==> config.mk <==
export PLATFORM = sky130hd
export DESIGN_NAME = fetch_sequencer
export DESIGN_NICKNAME = d
export VERILOG_FILES = /design/src/rtl/fetch_sequencer.sv
export SDC_FILE = /design/constraint.sdc
export NUM_CORES = 1
export LEC_CHECK = 0
export BUFFER_PORTS_ARGS = -buffer_cell sky130_fd_sc_hd__buf_4
export CAP_MARGIN = 20
export CELL_PAD_IN_SITES_DETAIL_PLACEMENT = 1
export CELL_PAD_IN_SITES_GLOBAL_PLACEMENT = 1
export CORE_ASPECT_RATIO = 0.75
export CORE_MARGIN = 10
export CORE_UTILIZATION = 44
export CTS_BUF_LIST = sky130_fd_sc_hd__clkbuf_8 sky130_fd_sc_hd__clkbuf_16
export DETAILED_ROUTE_END_ITERATION = 8
export PLACE_DENSITY = 0.95
export SYNTH_ARGS = -nofsm -noshare
export SYNTH_HDL_FRONTEND = slang
export SYNTH_SLANG_ARGS = --single-unit
==> constraint.sdc <==
create_clock -name clk -period 6.4 [get_ports clk]
set_input_delay 0.96 -clock clk [delete_from_list [all_inputs] [get_ports clk]]
set_output_delay 0.96 -clock clk [all_outputs]
set_load 0.03 [all_outputs]
==> src/rtl/fetch_sequencer.sv <==
// Instruction fetch sequencer: PC/imem req-ack handshake, 2-entry decode queue, redirect squash.
// Optional ack watchdog enabled by defining FETCH_TIMEOUT_EN.
module fetch_sequencer #(
  parameter int unsigned ADDR_W      = 24,
  parameter int unsigned DATA_W      = 24,
  parameter int unsigned TIMEOUT_CYC = 16
) (
  input  logic              clk,
  input  logic              reset,
  input  logic [ADDR_W-1:0] pc_in,
  input  logic              redirect_in,
  input  logic              hazard_stall_in,
  output logic              mem_req,
  output logic [ADDR_W-1:0] mem_addr,
  input  logic              mem_ack,
  input  logic [DATA_W-1:0] mem_rdata,
  output logic [DATA_W-1:0] instr_out,
  output logic              instr_valid,
  output logic              stall_f_out,
  output logic [15:0]       stall_count,
  output logic              fetch_error
);

  localparam int unsigned CNT_W = 2;

  typedef enum logic [1:0] {IDLE, REQ, DISCARD} state_t;

  state_t             state, state_nxt;
  logic [CNT_W-1:0]   count, count_nxt;
  logic [DATA_W-1:0]  q1;
  logic [ADDR_W-1:0]  addr_q;
  logic               accept, consume, issue;

  if (TIMEOUT_CYC == 0) begin : g_bad_timeout
    $error("TIMEOUT_CYC must be at least 1");
  end

  // Queue occupancy bookkeeping shared by FSM and queue update
  always_comb begin
    accept    = mem_ack & ~redirect_in & (state == REQ);
    consume   = instr_valid & ~hazard_stall_in;
    count_nxt = count + CNT_W'(accept) - CNT_W'(consume);
    issue     = (count_nxt <= CNT_W'(1));
  end

  always_ff @(posedge clk or posedge reset) begin
    if (reset) state <= IDLE;
    else       state <= state_nxt;
  end

  // Next-state and request outputs; DISCARD holds the squashed address until its ack drains
  always_comb begin
    state_nxt   = state;
    mem_req     = 1'b0;
    mem_addr    = pc_in;
    stall_f_out = ~(accept | redirect_in);
    case (state)
      IDLE: begin
        if (issue && !redirect_in) state_nxt = REQ;
      end
      REQ: begin
        mem_req = 1'b1;
        if (redirect_in)  state_nxt = mem_ack ? IDLE : DISCARD;
        else if (accept)  state_nxt = issue ? REQ : IDLE;
      end
      DISCARD: begin
        mem_req  = 1'b1;
        mem_addr = addr_q;
        if (mem_ack) state_nxt = IDLE;
      end
      default: state_nxt = IDLE;
    endcase
  end

  always_ff @(posedge clk or posedge reset) begin
    if (reset)              addr_q <= '0;
    else if (state == REQ)  addr_q <= pc_in;
  end

  // In-order 2-entry queue: instr_out is the head, q1 the second entry
  always_ff @(posedge clk or posedge reset) begin
    if (reset) begin
      count       <= '0;
      instr_valid <= 1'b0;
      instr_out   <= '0;
      q1          <= '0;
    end else if (redirect_in) begin
      count       <= '0;
      instr_valid <= 1'b0;
    end else begin
      count       <= count_nxt;
      instr_valid <= (count_nxt != '0);
      if (consume) begin
        instr_out <= (accept && count == CNT_W'(1)) ? mem_rdata : q1;
        if (accept && count == CNT_W'(2)) q1 <= mem_rdata;
      end else if (accept) begin
        if (count == '0) instr_out <= mem_rdata;
        else             q1        <= mem_rdata;
      end
    end
  end

  always_ff @(posedge clk or posedge reset) begin
    if (reset)                                    stall_count <= '0;
    else if (stall_f_out && stall_count != 16'hFFFF) stall_count <= stall_count + 16'd1;
  end

`ifdef FETCH_TIMEOUT_EN
  localparam int unsigned WAIT_W = $clog2(TIMEOUT_CYC + 1);

  logic [WAIT_W-1:0] wait_cnt;
  logic              waiting;

  always_comb waiting = ((state == REQ) || (state == DISCARD)) && !mem_ack;

  // Counts consecutive unanswered request cycles; error is sticky until reset
  always_ff @(posedge clk or posedge reset) begin
    if (reset) begin
      wait_cnt    <= '0;
      fetch_error <= 1'b0;
    end else if (waiting) begin
      if (wait_cnt != WAIT_W'(TIMEOUT_CYC)) wait_cnt <= wait_cnt + WAIT_W'(1);
      if (wait_cnt == WAIT_W'(TIMEOUT_CYC - 1)) fetch_error <= 1'b1;
    end else begin
      wait_cnt <= '0;
    end
  end
`else
  assign fetch_error = 1'b0;
`endif

endmodule

Word-level counts from Yosys, hierarchy flattened --
Index checks and enable logic that the tools add are counted.
Word-level totals: logic and storage cells 61, flip-flop bits (word level) 93, output and inout bits 68, bits of input ports 53
Operators by class: order comparisons 1, bitwise operators 7, add/sub/neg operators 3, multiplexer cells 19, reduce and logical (&&, ||, !) cells 14, equal/unequal tests 10
Operator list (count):
- 2-to-1 mux 24 bit | 9
- adder 16 x 1 -> 16 bit (second input constant) | 1
- != test 16 bit (second input constant) | 1
- 2-to-1 mux 2 bit | 6
- != test 2 bit (second input constant) | 3
- case mux 2 bit (3 select lines) | 1
- AND reduction 3 bit | 2
- nonzero test 2 bit | 3
- equality test 2 x 1 -> 1 bit (second input constant) | 2
- equality test 2 bit (second input constant) | 2
- logical AND 1 bit | 4
- logical NOT 2 bit | 2
- AND reduction 4 bit | 1
- AND 1 bit | 3
- 2-to-1 mux 1 bit | 3
- != test 3 bit (second input constant) | 1
- NOT 1 bit | 3
- adder 2 x 1 -> 2 bit | 1
- less-or-equal comparator 2 x 1 -> 1 bit (second input constant) | 1
- != test 2 x 1 -> 1 bit (second input constant) | 1
- OR reduction 2 bit | 1
- subtractor 2 x 1 -> 2 bit | 1
- logical NOT 1 bit | 1
- OR 1 bit | 1

Logic depth before layout (Yosys ltp) --
depth after elaboration 10, gate-level depth with buffers 10, gate-level depth less buffers 10

Worst setup path after synthesis --
OpenSTA, ideal clock, no wires.
kind register -> output, start point register state[0], end point output mem_addr[10], data arrival time 1.658 ns, data required time 5.440 ns, path buffers 2, path slack 3.782 ns, stages on the path, launching flop included 6, cells stage by stage dfrtp_1 > inv_1 > ha_1 > clkbuf_1 > buf_1 > mux2_2
Between the ends: word-level cells in the longest chain between the ends 2
Ends and longest elaborated chain:
- start, declared | RTL line 28 | state_t state, state_nxt;
- start signal, assigned | RTL line 48 | else state <= state_nxt;
- equality test 2 bit | RTL line 57 | case (state)
- 2-to-1 mux 24 bit | RTL line 57
- end, declared | RTL line 14 | output logic [ADDR_W-1:0] mem_addr,
No other way between the ends.

Worst setup path in the final report --
start point register state[0], end point output mem_addr[1]
Same word-level chain as after synthesis.

==> run_results.csv <==
group,metric,value,unit
setup_path,crit_chain,"inv_1 -> ha_1 -> buf_16 -> mux2_2 -> buf_4",
route,drc_errors,0,
sta,hold-worst-slack,0.491,ns
floorplan,io-pin-count,121,
sta,timing.fmax,0.337,GHz
sta,min_period,2.96,ns
final_layout,drive_above_1_share,48.4,%
power_and_ir_drop,p_per_area,489,mW/mm2
synth,ys_seq_area_share,52.7,%
sta,setup_viol,0,
clock_tree,hold_buffers,0,
floorplan,initial_core_util,45.4,%
route,vias,3111,
place,port_buffers,119,
setup_path,crit_family,"buffers and inverters",
floorplan,num_rows,31,
final_layout,nets,529,
final_layout,fillers,1014,
hold_path,hold_class,"in -> async",
sta,rsz0062_at_grt,"false",
floorplan,die_x,136,um
synth,netlist.area_leader.share,52.7,%
clock_tree,ctsResizeCount,0,
synth,yosysUniqueCellTypes,45,
setup_path,worstSetupPathType,"reg -> out",
route,wire_per_inst,18.8,um
clock_tree,cts_sinks,93,
route,final_antenna_net_count,0,
global_routing,antenna_found_initial,0,
route,via_per_inst,5.14,
clock_tree,numCtsBuffers,9,
power_and_ir_drop,power_frac_comb,44.9,%
floorplan,fp.dieArea,0.0145,mm2
synth,synth_nets,410,
route,wl,11.4,mm
setup_path,rr_startpoint,"state[1]",
sta,skew,0.00533,ns
clock_tree,cts_tree,"yes",
synth,syn-cell-area,0.00442,mm2
sta,maxSlewViolCount,0,
sta,final_hold_viol_count,0,
power_and_ir_drop,intPower,1.77,mW
setup_path,cp_data_required_time,5.44,ns
clock_tree,clk_pin_slew,0.06,ns
global_routing,track_usage,15.5,%
setup_path,critPathLaunch,"state[0]",
clock_tree,root_buffer,"clkbuf_16",
floorplan,coreArea,0.00974,mm2
setup_path,path_buf_inv,3,
final_layout,register_area,0.00233,mm2
power_and_ir_drop,switching_power,1.08,mW
synth,syn_inst,350,
setup_path,slowest_delay,0.40,ns
synth,avgSynthCellArea,12.6,um2
final_layout,area_growth,32.0,%
sta,relSlewSlack,55.2,%
setup_path,cpMaxStageDelayCell,"dfrtp_1",
setup_path,start_kind,"register",
floorplan,die_h,107,um
global_routing,grt_overflow_total,0,
power_and_ir_drop,power.share.clock,19.7,%
place,hpwl,8.20,mm
synth,synth_seq_cells,93,
outcome,outcome,"completed",
setup_path,arrival,2.00,ns
sta,post-route-period-util,46.3,%
global_routing,grt_pass1_vias,3511,
power_and_ir_drop,peakVddDrop,306,uV
power_and_ir_drop,leakage,2.87,nW
route,dr.pass1.iters,4,
run,maxCapViolCount,0,
place,gp_congestion,0.789,
setup_path,end_kind,"output pin",
clock_tree,clockBufferDepth,2,
final_layout,antennaDiodeCount,0,
route,initialDrtViolationCount,106,
clock_tree,post-cts-setup-buffers,0,
global_routing,grt_max_degree,88,
synth,synth_area_leader_cell,"dfrtp_1",
setup_path,crit_fanout,22,
sta,tns,0,ns
synth,yosys_warnings,0,
power_and_ir_drop,netSwitchingFraction,38.0,%
clock_tree,h-tree-depth,3,
sta,worstMarginPinSlew,0.671,ns
power_and_ir_drop,pwr-share-seq,35.4,%
clock_tree,clock_latency,0.34,ns
global_routing,grt_pass1_wl,18.0,mm
synth,synth.area.top_cells,"dfrtp_1, mux2_2, mux2i_1",
final_layout,multi_input_area,0.00198,mm2
[final cells by class]
| class | instances | area share [%] |
|---|---|---|
| multi-input cells | 232 | 34.0 |
| well taps | 132 | 2.83 |
| repair buffers | 125 | 17.3 |
| clock buffers | 10 | 4.10 |
| clock inverters | 5 | 1.31 |
| inverters | 8 | 0.536 |
| flip-flops and latches | 93 | 39.9 |
[cells in the final DEF, fill, tap and decap left out, drive strengths merged]
cell type    n
buf        125
dfrtp       93
mux2        75
a21oi       30
nor2        29
mux2i       24
xor2        11
clkbuf      10
inv          8
ha           7
nand3        7
nand2        6
nor3         6
nand4        5
nor2b        4
nand2b       3
or2          3
o21ai        3
a31oi        2
a2111oi      2
clkinv       2
o21bai       2
bufinv       2
a21boi       1
nand3b       1
nor4         1
and4         1
and2         1
nor3b        1
a2bb2oi      1
a211oi       1
nor4b        1
xnor3        1
o2111ai      1
a21o         1
conb         1
clkinvlp     1
[worst paths after layout]
check	end	depth (start not counted)	slack, ns
setup / recovery	mem_addr[1]	5	3.44
hold / removal	stall_count[9]	2	0.49
setup reg to reg	q1[5]	8	3.68
hold reg to reg	addr_q[12]	1	0.50
max in group asynchronous	instr_out[11]	4	4.93
min in group clk	addr_q[12]	1	0.50
[synth_stat cells]
cell / instances
xnor3_1: 1
a2111oi_2: 2
inv_1: 8
or2_2: 2
o2111ai_1: 1
o21bai_1: 2
o21ai_0: 1
and2_1: 1
conb_1: 1
nor2_1: 29
a21oi_4: 1
buf_6: 1
nor4b_1: 1
a21boi_1: 1
buf_1: 1
a21oi_1: 29
a31oi_1: 2
a21o_1: 1
nand4_1: 3
a211oi_1: 1
nand3_2: 2
buf_4: 3
nand3_1: 5
o21ai_4: 1
clkbuf_1: 7
a2bb2oi_1: 1
nand2_1: 6
nand4_4: 1
buf_2: 5
nand4_2: 1
and4_1: 1
dfrtp_1: 93
nor3_2: 1
nor2b_1: 4
nor3_1: 5
nor4_2: 1
nand3b_4: 1
mux2_2: 75
o21ai_1: 1
nor3b_1: 1
mux2i_1: 24
nand2b_1: 3
xor2_1: 11
or2_1: 1
ha_1: 7
[state kept, by name, summed over array words and instances (netlist names)]
register / flops
q1: 24
instr_out: 24
stall_count: 16
addr_q: 24
instr_valid: 1
count: 2
state: 2
[metrics by stage]
step                      setup slack [ns]  util, %  cell area, um2  power [mW]  std cells
after floorplan                       3.02        -            4420        1.84        350
after global placement                3.31     55.6            5410        2.21        586
after detailed placement              3.12     55.6            5410        2.28        586
after CTS                             3.01     58.8            5730        2.86        601
after global routing                  3.35     59.9            5830        3.02        605
final                                 3.44     59.9            5830        2.85        605
[per-layer routing]
| layer | GRT usage [%] | vias to the layer above | part of all wire [%] |
|---|---|---|---|
| met5 | 0 | - | 0 |
| met4 | 4.45 | 0 | 1.5 |
| met3 | 5.92 | 16 | 6.4 |
| met2 | 28.4 | 71 | 53 |
| met1 | 16.1 | 1546 | 39 |
| li1 | - | 1478 | - |
[power groups by stage]
stage / registers, mW / clock network (mW) / logic [mW]
floorplan: 1.17 / 0 / 0.673
global placement: 0.995 / 0 / 1.22
detailed placement: 1.02 / 0 / 1.27
CTS: 1.01 / 0.575 / 1.27
global route: 1.05 / 0.595 / 1.38
finish: 1.01 / 0.561 / 1.28
[logic make-up (layout without fill, tap and decap cells)]
kind of cell    count (synthesis)  count (layout)  synth area share [%]
mux                            99              99                  24.6
flops                          93              93                  52.7
simple gates                   69              69                  8.84
compound gates                 44              44                  6.46
buf+inv                        25             148                  2.69
xor+xnor                       12              12                  2.69
fa+ha+maj                       7               7                  1.98
other cells                     1               1                0.0849
[worst register-to-register path, stage by stage, from the launching register on]
cell and delay, ns:
dfrtp_1 0.40, inv_1 0.11, ha_1 0.16, buf_4 0.36, nand3b_4 0.16, ha_1 0.20, nor2_1 0.15, nand3_2 0.54
mux2_2 0.52
(Power assumes the default switching activity.)
